### config.mk
export PLATFORM = sky130hd
export DESIGN_NAME = conv2d_systolic_stream
export DESIGN_NICKNAME = d
export VERILOG_FILES = /design/src/rtl/conv2d_systolic_stream.sv
export SDC_FILE = /design/constraint.sdc
export NUM_CORES = 1
export LEC_CHECK = 0
export CAP_MARGIN = 20
export CORE_ASPECT_RATIO = 0.5
export CORE_MARGIN = 2
export CORE_UTILIZATION = 45
export CTS_CLUSTER_DIAMETER = 200
export DETAILED_ROUTE_END_ITERATION = 12
export HOLD_SLACK_MARGIN = 0.06
export PLACE_DENSITY = 0.69
export SLEW_MARGIN = 10
export SYNTH_ARGS = -nofsm -noshare
export SYNTH_HDL_FRONTEND = slang
export SYNTH_SLANG_ARGS = --single-unit
### constraint.sdc
create_clock -name clk -period 6 [get_ports clk]
set_input_delay 1.5 -clock clk [delete_from_list [all_inputs] [get_ports clk]]
set_output_delay 1.5 -clock clk [all_outputs]
set_load 0.1 [all_outputs]
### src/rtl/conv2d_systolic_stream.sv
// Streaming KxK convolution over an IMGxIMG image: serial filter load, line-buffered sliding window, 2-cycle result pipeline.
// Optional output saturation when CONV_SATURATE_EN is defined; otherwise results wrap to DATA_W bits.
module conv2d_systolic_stream #(
    parameter int DATA_W = 8,
    parameter int K      = 3,
    parameter int IMG    = 4,
    localparam int OUT_N = IMG - K + 1,
    localparam int IDX_W = (OUT_N * OUT_N > 1) ? $clog2(OUT_N * OUT_N) : 1
) (
    input  logic              clk,
    input  logic              rst,
    input  logic              start,
    input  logic              filt_valid,
    input  logic [DATA_W-1:0] filt_data,
    input  logic              pix_valid,
    output logic              pix_ready,
    input  logic [DATA_W-1:0] pix_data,
    output logic              out_valid,
    output logic [DATA_W-1:0] out_data,
    output logic [IDX_W-1:0]  out_idx,
    output logic              busy,
    output logic              done
);
    localparam int NC    = K * K;
    localparam int CW    = $clog2(IMG);
    localparam int PW    = $clog2(IMG * IMG);
    localparam int FW    = $clog2(NC);
    localparam int PRD_W = 2 * DATA_W;
    localparam int ACC_W = 2 * DATA_W + $clog2(NC);
    localparam logic [ACC_W-1:0] SAT_MAX = {{(ACC_W-DATA_W){1'b0}}, {DATA_W{1'b1}}};
`ifdef CONV_SATURATE_EN
    localparam bit SAT_EN = 1'b1;
`else
    localparam bit SAT_EN = 1'b0;
`endif

    typedef enum logic [2:0] {
        IDLE   = 3'd0,
        LOAD_F = 3'd1,
        STREAM = 3'd2,
        DRAIN  = 3'd3,
        DONE   = 3'd4
    } state_t;

    state_t state_r, state_nx;

    logic [FW-1:0]     fcnt_r;
    logic [PW-1:0]     pcnt_r;
    logic [CW-1:0]     row_r, col_r;
    logic              dcnt_r;
    logic [IDX_W-1:0]  res_cnt_r;
    logic [DATA_W-1:0] filt_r [NC];
    logic [DATA_W-1:0] lb_r   [K-1][IMG];
    logic [DATA_W-1:0] win_r  [K][K];
    logic [DATA_W-1:0] col_s  [K];
    logic [PRD_W-1:0]  prod_r [NC];
    logic              win_vld_r, p_vld_r;
    logic              pix_acc_s;
    logic [ACC_W-1:0]  sum_s;
    logic [DATA_W-1:0] res_s;

    assign pix_acc_s = pix_valid & pix_ready;

    // State register
    always_ff @(posedge clk) begin
        if (rst) state_r <= IDLE;
        else     state_r <= state_nx;
    end

    // Next-state logic
    always_comb begin
        state_nx = state_r;
        case (state_r)
            IDLE:    if (start) state_nx = LOAD_F; else state_nx = IDLE;
            LOAD_F:  if (filt_valid && fcnt_r == FW'(NC - 1)) state_nx = STREAM; else state_nx = LOAD_F;
            STREAM:  if (pix_acc_s && pcnt_r == PW'(IMG * IMG - 1)) state_nx = DRAIN; else state_nx = STREAM;
            DRAIN:   if (dcnt_r) state_nx = DONE; else state_nx = DRAIN;
            DONE:    state_nx = IDLE;
            default: state_nx = IDLE;
        endcase
    end

    // Run counters: coefficient, pixel position, drain and result index
    always_ff @(posedge clk) begin
        if (rst) begin
            fcnt_r    <= '0;
            pcnt_r    <= '0;
            row_r     <= '0;
            col_r     <= '0;
            dcnt_r    <= 1'b0;
            res_cnt_r <= '0;
        end else begin
            if (state_r == IDLE && start) begin
                fcnt_r    <= '0;
                pcnt_r    <= '0;
                row_r     <= '0;
                col_r     <= '0;
                res_cnt_r <= '0;
            end else begin
                if (state_r == LOAD_F && filt_valid) fcnt_r <= fcnt_r + FW'(1);
                if (pix_acc_s) begin
                    pcnt_r <= pcnt_r + PW'(1);
                    if (col_r == CW'(IMG - 1)) begin
                        col_r <= '0;
                        row_r <= (row_r == CW'(IMG - 1)) ? '0 : row_r + CW'(1);
                    end else begin
                        col_r <= col_r + CW'(1);
                    end
                end
                if (p_vld_r) res_cnt_r <= res_cnt_r + IDX_W'(1);
            end
            dcnt_r <= (state_r == DRAIN) ? ~dcnt_r : 1'b0;
        end
    end

    // Filter coefficient store, refilled on every run
    always_ff @(posedge clk) begin
        if (rst) begin
            for (int i = 0; i < NC; i++) filt_r[i] <= '0;
        end else if (state_r == LOAD_F && filt_valid) begin
            filt_r[fcnt_r] <= filt_data;
        end
    end

    // Column tap: rows r-K+1..r-1 from the line buffers, row r from the incoming pixel
    always_comb begin
        for (int i = 0; i < K - 1; i++) col_s[i] = lb_r[i][col_r];
        col_s[K-1] = pix_data;
    end

    // Line buffers shift up one row per column; the window shifts left by one column
    always_ff @(posedge clk) begin
        if (pix_acc_s) begin
            for (int i = 0; i < K; i++) begin
                for (int j = 0; j < K - 1; j++) win_r[i][j] <= win_r[i][j+1];
                win_r[i][K-1] <= col_s[i];
            end
            for (int i = 0; i < K - 1; i++) lb_r[i][col_r] <= col_s[i+1];
        end
    end

    // Product stage
    always_ff @(posedge clk) begin
        for (int i = 0; i < K; i++)
            for (int j = 0; j < K; j++)
                prod_r[i*K+j] <= PRD_W'(win_r[i][j]) * PRD_W'(filt_r[i*K+j]);
    end

    // Reduction and output word selection
    always_comb begin
        sum_s = '0;
        for (int i = 0; i < NC; i++) sum_s = sum_s + ACC_W'(prod_r[i]);
        if (SAT_EN && sum_s > SAT_MAX) res_s = {DATA_W{1'b1}};
        else                           res_s = sum_s[DATA_W-1:0];
    end

    // Registered status, handshake and result outputs
    always_ff @(posedge clk) begin
        if (rst) begin
            busy      <= 1'b0;
            done      <= 1'b0;
            pix_ready <= 1'b0;
            win_vld_r <= 1'b0;
            p_vld_r   <= 1'b0;
            out_valid <= 1'b0;
            out_data  <= '0;
            out_idx   <= '0;
        end else begin
            busy      <= (state_nx != IDLE);
            done      <= (state_nx == DONE);
            pix_ready <= (state_nx == STREAM);
            win_vld_r <= pix_acc_s && row_r >= CW'(K - 1) && col_r >= CW'(K - 1);
            p_vld_r   <= win_vld_r;
            out_valid <= p_vld_r;
            if (p_vld_r) begin
                out_data <= res_s;
                out_idx  <= res_cnt_r;
            end
        end
    end
endmodule

==> run summary <==
max capacitance violation total = 0
area delta synth->final = 10.2%
post-route insts no fill = 2319
Slew HR = 30.8%
Final Critical Period = 3.89 ns
DRT antenna net count = 0
# DRC = 0
register bit total from synthesis = 314
P_leak = 9.52 nW
Worst path slowest cell = fa_1
post-DR vias/cell = 4.82
synthesized area = 19600 um2
1st-pass router iterations = 4
final net count = 2054
Fin Setup TNS = 0 ns
Final Total Pwr = 6.34 mW
hold crit path type = reg -> reg
port bufs = 34
initial antenna violation count = 3
Final period util = 64.9%
crit start category = flop
hpwl dp = 29600 um
Post-CTS Setup Repair Bufs = 0
synth warn = 0
Sink Count = 314
Core Util, Final = 50.8%
final max-slew violation count = 0
cell mode on critical path = fa_1
die span in x = 299 um
kind of critical path = reg -> reg
H-tree levels = 1
Max Fclk = 257 MHz
CP max FO = 2
post-synthesis average cell area = 11.7 um2
run status = completed
die height = 151 um
Site Rows = 53
RSZ-0062 raised after global routing = no
crit end category = flop
die area = 45300 um2
WL final = 39100 um
Clock Latency Late Sink = 0.56 ns
CP Cell Sequence = fa_1 -> inv_1 -> fa_1 -> fa_1 -> fa_1 -> inv_1 -> ha_1 -> fa_1 -> a21o_1 -> a21oi_1 -> xnor2_1 -> mux2i_1 -> nor2_1
Setup violations, final = 0
Cells after DPL = 2262
power density over the cells = 294 nW/um2
Reg clk slew, reported paths = 0.07 ns
CTS root buf = clkbuf_16
vias in the first global route = 11600
Hold Fails Final Rpt = 0
Hold-fix buffers, CTS = 0
synthesized instance count = 1670
Final Hold Slack = 0.457 ns
CTS tree = built
vias post-DR = 11200
register area share after synthesis = 42.8%
CP required = 6.51 ns
Avg WL per Cell = 16.9 um
Arr. time, crit path = 4.40 ns
largest net degree at the start of global routing = 45
initial core utilization = 46.1%
fill count = 3762
Most used DFF post-synth = edfxtp_1
Distinct cells, synth = 41
core area = 42400 um2
area leader, netlist = edfxtp_1
synthesized net count = 2007
layout cells sized above 1 = 4.42%
number of synthesized flops with an enable pin = 208
Max VDD drop = 323 uV
first-pass GRT wire length = 63900 um
DRT iter0 DRCs = 722
post-CTS sizing = 0
top cells by area, synth = edfxtp_1, fa_1, dfxtp_1
Max Root-Sink Buffers = 3
skew final = 0.0134 ns
ys async rst share = 0%
routability cong. = 0.851
IO Count = 35
CTS buffer count = 30
worst-margin pin slew = 1.03 ns
Synth top area share = 31.9%
GRT Util Overall = 18.3%
GRT Residual Overflow = 0
CP max stage delay = 0.55 ns
[metal layers]
metal  share of wire (%)  track usage (%)
met5                   0                0
met4                 1.8             3.20
met3                 3.8             1.88
met2                  46             29.9
met1                  49             26.8
[per-stage QoR]
stage               area (um2)  setup slack (ns)
floorplan                19600              1.83
global placement         20500              2.12
detailed placement       20500              2.03
CTS                      21600              2.09
global route             21600              1.92
finish                   21600              2.11
[power by group]
part | switching [mW] | internal, mW | leakage [nW]
sequential | 0.0823 | 2.39 | 2.84
combinational | 1.01 | 0.866 | 6.16
clock | 0.832 | 1.17 | 0.523
[worst paths after layout]
path | startpoint | to | slack, ns | depth (start not counted)
worst max-delay path | prod_r[0][2] | out_data[6] | 2.11 | 13
worst min-delay path | win_r[2][15] | win_r[2][23] | 0.46 | 0
worst max register to register | prod_r[0][2] | out_data[6] | 2.11 | 13
worst min register to register | win_r[2][15] | win_r[2][23] | 0.46 | 0
[registers in the layout (all words and copies together), names as in the netlist, 2 cells and up]
register	flops
col_r	2
pcnt_r	4
res_cnt_r	2
lb_r	64
prod_r	72
state_r	3
row_r	2
out_idx	2
filt_r	72
out_data	8
win_r	72
fcnt_r	4
[Yosys cell counts (7+ instances only)]
master / n
a21o_1: 28
a21oi_1: 28
and2_1: 197
and3_1: 68
buf_6: 7
clkbuf_1: 8
dfxtp_1: 106
edfxtp_1: 208
fa_1: 153
ha_1: 163
inv_1: 289
mux2i_1: 7
mux4_2: 16
nand2_1: 147
nor2_1: 33
xnor2_1: 147
xor2_1: 23
[critical path: cells and delay by family (launching register included)]
family	cells	cell delay, ns
AOI/OAI and AO/OA	2	0.36
xor gates and xnor gates	1	0.13
adders and majority gates	6	2.75
buffers and inverters	2	0.11
DFF	1	0.32
muxes	1	0.08
and+or+nand+nor	1	0.10
[cell type report]
class	instances	area (um2)	area share [%]
diodes	1	2.50	0.0116
clock buffers	37	838	3.89
clock inverters	19	215	0.998
inverters	290	1090	5.06
multi-input cells	1044	9960	46.2
flip-flops and latches	314	8370	38.8
well taps	577	722	3.35
repair buffers	37	363	1.68
[cell families (layout without fill, tap and decap cells)]
group	count (synthesis)	count (layout)	synth area share (%)
and+or+nand+nor	468	468	12.8
adders and majority gates	316	316	26.1
DFF	314	314	42.8
buffers and inverters	312	383	6.32
xor gates and xnor gates	170	170	7.61
AOI/OAI and AO/OA	67	67	2.18
muxes	23	23	2.20
other	0	1	0
[placed cells by master, fill, tap and decap left out, drive strengths merged, types with 11 or more instances in the layout]
cell type / instances
ha: 163
a21oi: 28
clkinv: 11
nor2: 35
and2: 197
clkbuf: 37
xor2: 23
and3: 68
a21o: 28
edfxtp: 208
fa: 153
xnor2: 147
dfxtp: 106
mux4: 16
clkdlybuf4s50: 34
inv: 293
nand2: 147
No activity file was read; power rests on OpenSTA's default activity.
